$ cat src/rtl/fb_port_arbiter.sv
// ============================================================================
// fb_port_arbiter : single-port frame-buffer arbiter (display > clear > FIFO)
// Rev 1.0
// ============================================================================
`default_nettype none

module fb_port_arbiter #(
    parameter int ADDR_W     = 11,
    parameter int DATA_W     = 2,
    parameter int FIFO_DEPTH = 4,
    parameter int STARVE_MAX = 255
) (
    input  logic                            clk10,
    input  logic                            rst,
    input  logic                            disp_req,
    input  logic [ADDR_W-1:0]               disp_addr,
    output logic                            disp_valid,
    output logic [DATA_W-1:0]               disp_data,
    input  logic                            wr_valid,
    output logic                            wr_ready,
    input  logic [ADDR_W-1:0]               wr_addr,
    input  logic [DATA_W-1:0]               wr_data,
    input  logic                            clr_start,
    input  logic [DATA_W-1:0]               clr_value,
    output logic                            clr_busy,
    output logic [$clog2(FIFO_DEPTH):0]     fifo_level,
    output logic                            starve,
    output logic [ADDR_W-1:0]               mem_addr,
    output logic                            mem_we,
    output logic [DATA_W-1:0]               mem_wdata,
    input  logic [DATA_W-1:0]               mem_rdata
);

    localparam int PTR_W = $clog2(FIFO_DEPTH);
    localparam int LVL_W = $clog2(FIFO_DEPTH) + 1;
    localparam int STV_W = $clog2(STARVE_MAX + 1);
    localparam logic [ADDR_W-1:0] LAST_ADDR = '1;
    localparam logic [LVL_W-1:0]  FULL_LVL  = LVL_W'(FIFO_DEPTH);
    localparam logic [STV_W-1:0]  STV_MAX   = STV_W'(STARVE_MAX);

    typedef enum logic [0:0] {
        ST_IDLE  = 1'b0,
        ST_CLEAR = 1'b1
    } state_t;

    state_t              state_q, state_d;
    logic [ADDR_W-1:0]   clr_cnt_q, clr_cnt_d;
    logic [DATA_W-1:0]   clr_val_q, clr_val_d;
    logic [ADDR_W-1:0]   fifo_addr_q [FIFO_DEPTH];
    logic [DATA_W-1:0]   fifo_data_q [FIFO_DEPTH];
    logic [PTR_W-1:0]    wr_ptr_q, rd_ptr_q;
    logic [LVL_W-1:0]    level_q, level_d;
    logic [STV_W-1:0]    starve_cnt_q, starve_cnt_d;
    logic [ADDR_W-1:0]   mem_addr_q, mem_addr_d;
    logic                mem_we_q, mem_we_d;
    logic [DATA_W-1:0]   mem_wdata_q, mem_wdata_d;
    logic [1:0]          rd_pend_q;
    logic                disp_valid_q;
    logic [DATA_W-1:0]   disp_data_q;
    logic                push, pop;

    assign wr_ready   = (level_q != FULL_LVL);
    assign push       = wr_valid && wr_ready;
    assign fifo_level = level_q;
    assign clr_busy   = (state_q == ST_CLEAR);
    assign starve     = (starve_cnt_q == STV_MAX);
    assign mem_addr   = mem_addr_q;
    assign mem_we     = mem_we_q;
    assign mem_wdata  = mem_wdata_q;
    assign disp_valid = disp_valid_q;
    assign disp_data  = disp_data_q;

    always_comb begin
        state_d      = state_q;
        clr_cnt_d    = clr_cnt_q;
        clr_val_d    = clr_val_q;
        mem_addr_d   = mem_addr_q;
        mem_we_d     = 1'b0;
        mem_wdata_d  = mem_wdata_q;
        pop          = 1'b0;
        level_d      = level_q;
        starve_cnt_d = starve_cnt_q;

        // Slot priority: display read, then clear fill, then FIFO drain.
        if (disp_req) begin
            mem_addr_d = disp_addr;
        end else if (state_q == ST_CLEAR) begin
            mem_addr_d  = clr_cnt_q;
            mem_we_d    = 1'b1;
            mem_wdata_d = clr_val_q;
            clr_cnt_d   = clr_cnt_q + 1'b1;
            if (clr_cnt_q == LAST_ADDR) begin
                state_d = ST_IDLE;
            end
        end else if (level_q != '0) begin
            pop         = 1'b1;
            mem_addr_d  = fifo_addr_q[rd_ptr_q];
            mem_we_d    = 1'b1;
            mem_wdata_d = fifo_data_q[rd_ptr_q];
        end

        if ((state_q == ST_IDLE) && clr_start) begin
            state_d   = ST_CLEAR;
            clr_val_d = clr_value;
            clr_cnt_d = '0;
        end

        if (push && !pop) begin
            level_d = level_q + 1'b1;
        end else if (pop && !push) begin
            level_d = level_q - 1'b1;
        end

        if ((level_q == '0) || pop) begin
            starve_cnt_d = '0;
        end else if (starve_cnt_q != STV_MAX) begin
            starve_cnt_d = starve_cnt_q + 1'b1;
        end
    end

    always_ff @(posedge clk10 or posedge rst) begin
        if (rst) begin
            state_q      <= ST_IDLE;
            clr_cnt_q    <= '0;
            clr_val_q    <= '0;
            wr_ptr_q     <= '0;
            rd_ptr_q     <= '0;
            level_q      <= '0;
            starve_cnt_q <= '0;
            mem_addr_q   <= '0;
            mem_we_q     <= 1'b0;
            mem_wdata_q  <= '0;
            rd_pend_q    <= '0;
            disp_valid_q <= 1'b0;
            disp_data_q  <= '0;
        end else begin
            state_q      <= state_d;
            clr_cnt_q    <= clr_cnt_d;
            clr_val_q    <= clr_val_d;
            level_q      <= level_d;
            starve_cnt_q <= starve_cnt_d;
            mem_addr_q   <= mem_addr_d;
            mem_we_q     <= mem_we_d;
            mem_wdata_q  <= mem_wdata_d;
            if (push) begin
                wr_ptr_q <= wr_ptr_q + 1'b1;
            end
            if (pop) begin
                rd_ptr_q <= rd_ptr_q + 1'b1;
            end
            // Stage 0: RAM addressed; stage 1: mem_rdata valid, captured here.
            rd_pend_q    <= {rd_pend_q[0], disp_req};
            disp_valid_q <= rd_pend_q[1];
            if (rd_pend_q[1]) begin
                disp_data_q <= mem_rdata;
            end
        end
    end

    always_ff @(posedge clk10) begin
        if (push) begin
            fifo_addr_q[wr_ptr_q] <= wr_addr;
            fifo_data_q[wr_ptr_q] <= wr_data;
        end
    end

endmodule

`default_nettype wire

$ cat config.mk
export PLATFORM = sky130hd
export DESIGN_NAME = fb_port_arbiter
export DESIGN_NICKNAME = d
export VERILOG_FILES = /design/src/rtl/fb_port_arbiter.sv
export SDC_FILE = /design/constraint.sdc
export NUM_CORES = 1
export LEC_CHECK = 0
export BUFFER_PORTS_ARGS = -buffer_cell sky130_fd_sc_hd__buf_2
export CAP_MARGIN = 20
export CORE_MARGIN = 5
export CORE_UTILIZATION = 50
export CTS_CLUSTER_SIZE = 8
export DETAILED_ROUTE_END_ITERATION = 10
export HOLD_SLACK_MARGIN = 0.15
export PLACE_DENSITY_LB_ADDON = 0.2
export SLEW_MARGIN = 20
export SYNTH_ARGS = -nofsm -noshare
export SYNTH_HDL_FRONTEND = slang
export SYNTH_SLANG_ARGS = --single-unit
$ cat constraint.sdc
create_clock -name clk10 -period 5.5 [get_ports clk10]
set_clock_uncertainty 0.1 [all_clocks]
set_input_delay 0.55 -clock clk10 [delete_from_list [all_inputs] [get_ports clk10]]
set_output_delay 0.55 -clock clk10 [all_outputs]
set_load 0.03 [all_outputs]
# After elaboration in Yosys (flattened, before gate mapping)
# Memories as Yosys holds them, arrays and structs flattened.
# Cells that the tools add are included.
word_totals:
  mem_count: 2
  inputBits: 33
  out_inout_bits: 23
  ram_bits: 52
  ff_bits: 48
  word_cells: 67
op_classes:
  reduce_logical: 16
  n_bitwise: 2
  n_eq_ne: 5
  n_mux: 23
  addsub: 6
memory_table:
  columns: ["name", "depth", "word_bits", "rd", "rd_clocked_by_memory_dff", "write_ports", "line", "rtl"]
  rows:
  - ["fifo_addr_q", 4, 11, 1, 0, 1, "49", "logic [ADDR_W-1:0] fifo_addr_q [FIFO_DEPTH];"]
  - ["fifo_data_q", 4, 2, 1, 0, 1, "50", "logic [DATA_W-1:0] fifo_data_q [FIFO_DEPTH];"]
op_table:
  columns: ["cell", "count"]
  rows:
  - ["$mux 11", 6]
  - ["$mux 8", 2]
  - ["$add 11x1->11 const B", 1]
  - ["$eq 11x11->1 const B", 1]
  - ["$mux 1", 11]
  - ["$add 8x1->8 const B", 1]
  - ["$eq 8x8->1 const B", 1]
  - ["$ne 8x8->1 const B", 1]
  - ["$reduce_bool 2->1", 4]
  - ["$mux 3", 2]
  - ["$reduce_bool 3->1", 2]
  - ["$add 2x1->2 const B", 2]
  - ["$logic_and 1x1->1", 4]
  - ["$mux 2", 2]
  - ["$reduce_and 2->1", 2]
  - ["$add 3x1->3 const B", 1]
  - ["$logic_not 3->1", 1]
  - ["$ne 3x3->1 const B", 1]
  - ["$sub 3x1->3 const B", 1]
  - ["$logic_not 1->1", 2]
  - ["$ne 2x1->1 const B", 1]
  - ["$not 1->1", 2]
  - ["$logic_or 1x1->1", 1]

# Longest topological paths before layout
depth:
  ltp_word: 7
  ltp_mapped: 10
  ltp_nobuf: 8

# Worst setup path after synthesis
# No wires, ideal clock.
synth_path:
  kind: "reg-to-reg"
  start: "register level_q[0] (netlist: fifo_level[0])"
  end: "register level_q[2] (netlist: fifo_level[2])"
  slack_ns: 3.018
  arrival_time_ns: 2.302
  setup_ns: 0.081
  stages_incl_launch_ff: 11
  path_buffers: 2
  synth_period_minus_slack_ns: 2.482
  path_cell_list: "dfrtp_1 > or3_1 > buf_2 > buf_2 > nand2_1 > ha_1 > inv_1 > fa_1 > xor2_1 > nor2_1 > xor2_1"
synth_between:
  elab_chain_cells: 7
  word_cells_on_any_way: 15
synth_rtl:
  columns: ["item", "line", "rtl"]
  rows:
  - ["start, declared", "52", "logic [LVL_W-1:0] level_q, level_d;"]
  - ["start signal, assigned", "140", "level_q <= level_d;"]
  - ["$reduce_bool 3->1", "95", "end else if (level_q != '0) begin"]
  - ["$mux 1", "95", null]
  - ["$mux 1", "87", "end else if (state_q == ST_CLEAR) begin"]
  - ["$mux 1", "85", "if (disp_req) begin"]
  - ["$logic_not 1->1", "108", "if (push && !pop) begin"]
  - ["$logic_and 1x1->1", "108", null]
  - ["$mux 3 or $reduce_bool 2->1 (tied branches)", null, null]
# Several ways; a longest one is shown, not always the timed one. The select of a mux whose other input is x is not followed.
# A chain may end at the register's enable or synchronous reset.

# Worst setup path after layout
# Ends and elaborated chain as after synthesis.

==> results_dict.tcl <==
set metrics [dict create \
    setup_viol 0 \
    power_leakage_nw 1.91 \
    crit_slowest_cell "or3_1" \
    timing.fmax_mhz 401 \
    fin_util 0.568 \
    hold_class "in2async" \
    yosys.area_share.adder 0.0248 \
    syn_to_final_growth_pct 12.7 \
    grt_use_total 0.173 \
    run_status "finished, final reports clean" \
    drt_first_pass_iters 4 \
    synthSimpleGateAreaFrac 0.105 \
    die_area_sq_um 10600 \
    io_pins 56 \
    final_cell_area_sq_um 4880 \
    async_flop_share 0.480 \
    ys_seq_area_frac 0.638 \
    ff2ff_path_depth 8 \
    portBuffers 55 \
    finalHoldViolations 0 \
    synth_top_family_by_area "compound AO/OA/AOI/OAI gates" \
    synth-edff-count 52 \
    htree_levels 3 \
    slowest_delay_ns 0.63 \
    synth_compound_area_frac 0.105 \
    hpwl_mm 5.95 \
    cp.required_ns 5.70 \
    crit_chain "or3_1 > nand2_1 > ha_1 > inv_1 > fa_1 > xor2_1 > nor2_1 > xor2_1" \
    synth_flop_cell "edfxtp_1" \
    period_minus_slack_ns 2.49 \
    tns_ns 0 \
    p_per_area_nw_per_um2 404 \
    grt_pass1_vias 2716 \
    cts_tree "done" \
    path_class "reg2reg" \
    antenna_found_initial 0 \
    die_h_microns 103 \
    setup_ws_ns 3.01 \
    core_area_sq_um 8590 \
    cts-buffers-inserted 9 \
    grt_pass1_wl_mm 13.9 \
    rsz0062_at_grt "no" \
    yosysUniqueCellTypes 48 \
    maxCapViolCount 0 \
    synth_nets 366 \
    tightest_slew_ns 0.833 \
    num_rows 34 \
    drc_errors 0 \
    routed_wl_mm 8.57 \
    cp_max_fo 15 \
    cts_hold_buf 0 \
    syn_inst 325 \
    cts_resized 0 \
    clk_pin_slew_worst_paths_ns 0.10 \
    layout-drive-gt1-share 0.226 \
    path_common_cell "xor2_1" \
    cts_buffer_depth 2 \
    ys_warn_count 0 \
    ant_nets 0 \
    clock_sinks 100 \
    clock_latency_ns 0.37 \
    start_kind "flop" \
    ys_ff_latch 100 \
    grt_overflow 0 \
    gp_congestion 0.835 \
    place_area_sq_um 4670 \
    nets 417 \
    finalCritPeriodShare 0.453 \
    drv_slew 0 \
    diodes 0 \
    first_iter_violations 128 \
    routedWlPerCell_microns 17.5 \
    syn_area_per_cell_sq_um 13.3 \
    fp.dieW_microns 103 \
    synth_xor_area_frac 0.0121 \
    slew-limit-headroom 0.445 \
    dp_slack_ns 3.01 \
    post_drt_via_cell_ratio 5.70 \
    cts_setup_buffers 0 \
    vias 2789 \
    cts-root-buf "clkbuf_8" \
    worst-endpoint-arrival_ns 2.69 \
    vdd_drop_max_uv 182 \
    worst_setup_path_end_kind "flop" \
    grt_max_degree 49 \
    initial_core_util 0.504 \
    synthesis.area_sq_um 4330 \
    synth_mux_area_frac 0.0898 \
]
[registers in the layout, indices dropped and copies added (netlist names)]
signal and cells:
mem_wdata 2, mem_addr 11, clr_val_q 2, wr_ptr_q 2
clr_cnt_q 11, disp_data 2, fifo_data_q 8, starve_cnt_q 8
rd_pend_q 2, disp_valid 1, fifo_addr_q 44, fifo_level 3
clr_busy 1, rd_ptr_q 2, mem_we 1
[cell type report]
| type | instances | area (sq um) |
|---|---|---|
| well taps | 108 | 135 |
| multi-input cells | 201 | 1460 |
| repair buffers | 56 | 283 |
| inverters | 8 | 31.3 |
| fillers | 730 | 3710 |
| clock buffers | 9 | 124 |
| flip-flops and latches | 100 | 2760 |
| clock inverters | 7 | 81.3 |
[worst paths after layout]
path	startpoint	to	slack [ns]
setup / recovery	fifo_level[0]$_DFFE_PP0P_	fifo_level[2]$_DFFE_PP0P_	3.01
hold / removal	rst	rd_pend_q[0]$_DFF_PP0_	0.20
setup reg to reg	fifo_level[0]$_DFFE_PP0P_	fifo_level[2]$_DFFE_PP0P_	3.01
hold reg to reg	rd_pend_q[0]$_DFF_PP0_	rd_pend_q[1]$_DFF_PP0_	0.26
max in group asynchronous	rst	clr_cnt_q[8]$_DFFE_PP0P_	4.59
min in group clk10	rd_pend_q[0]$_DFF_PP0_	rd_pend_q[1]$_DFF_PP0_	0.26
[kinds of logic after synthesis]
family / count (synthesis)
XOR/XNOR: 6
flip-flops: 100
multiplexers: 38
AND/OR/NAND/NOR: 88
buffers and inverters: 24
AO/OA/AOI/OAI: 61
adder cells (fa/ha/maj): 8
[cells in the mapped netlist (all sizes together), types with 2 or more instances]
cell type / number / share of area
o22a: 11 / 0.022
a21oi: 5 / 0.0058
mux2: 7 / 0.018
o221ai: 10 / 0.020
and2: 4 / 0.0058
or2: 5 / 0.0078
and4: 2 / 0.0040
nand4: 5 / 0.0072
or3: 2 / 0.0029
a31oi: 5 / 0.0072
nand2b: 3 / 0.0043
xnor2: 4 / 0.0081
edfxtp: 52 / 0.36
o22ai: 9 / 0.013
ha: 7 / 0.020
dfrtp: 48 / 0.28
inv: 8 / 0.0069
a22oi: 2 / 0.0035
nor2b: 2 / 0.0029
o21bai: 2 / 0.0035
o211ai: 4 / 0.0069
a21boi: 2 / 0.0035
nand3: 8 / 0.0092
nor2: 5 / 0.0043
nand2: 35 / 0.030
xor2: 2 / 0.0040
o21ai: 3 / 0.0035
nor4: 3 / 0.0043
o311ai: 3 / 0.0061
mux2i: 31 / 0.072
clkbuf: 3 / 0.0026
and3: 3 / 0.0043
nand3b: 3 / 0.0052
buf: 13 / 0.016
nor3: 5 / 0.0058
o41ai: 2 / 0.0040
[stage by stage]
stage,cells,total power [mW],hold WS [ns]
2_1_floorplan,325,1.38,0.231
3_3_place_gp,473,1.51,0.232
3_5_place_dp,473,1.53,0.237
4_1_cts,489,1.99,0.253
5_1_grt,489,2.09,0.263
6_report,489,1.97,0.198
[worst max-delay path: cells and delay by family (launching register included)]
| kind | cells | cell delay, ns |
|---|---|---|
| buf+inv | 1 | 0.06 |
| xor+xnor | 2 | 0.30 |
| fa+ha+maj | 2 | 0.57 |
| flops | 1 | 0.48 |
| simple gates | 3 | 0.94 |
[layout by cell type (no fill, tap or decap), drive strengths merged, types with 3 or more instances in the layout]
cell type | synthesis | final
inv | 8 | 12
dfrtp | 48 | 48
edfxtp | 52 | 52
a31oi | 5 | 5
o22a | 11 | 11
o211ai | 4 | 4
o221ai | 10 | 10
and3 | 3 | 3
mux2 | 7 | 7
nor3 | 5 | 5
or2 | 5 | 5
and2 | 4 | 4
nor4 | 3 | 3
nand2b | 3 | 3
clkinv | 0 | 3
buf | 13 | 56
mux2i | 31 | 31
o21ai | 3 | 3
xnor2 | 4 | 4
ha | 7 | 7
nand3b | 3 | 3
nor2 | 5 | 5
nand4 | 5 | 5
a21oi | 5 | 5
o22ai | 9 | 9
nand2 | 35 | 35
nand3 | 8 | 8
clkbuf | 3 | 9
o311ai | 3 | 3
[where the power goes]
part	total [mW]	leakage (nW)	internal, mW	switching, mW
Combinational	0.432	0.734	0.162	0.270
Clock	0.464	0.104	0.183	0.281
Sequential	1.08	1.08	0.954	0.121
Total	1.97	1.91	1.30	0.672
[routing by layer]
metal / vias up / track usage / part of all wire
met1: 1365 / 0.226 / 0.44
met4: 0 / 0.0518 / 0.012
li1: 1342 / - / -
met5: - / 0 / 0
met3: 9 / 0.0487 / 0.049
met2: 73 / 0.283 / 0.50
Note: power is estimated with default switching activity, not from simulation.
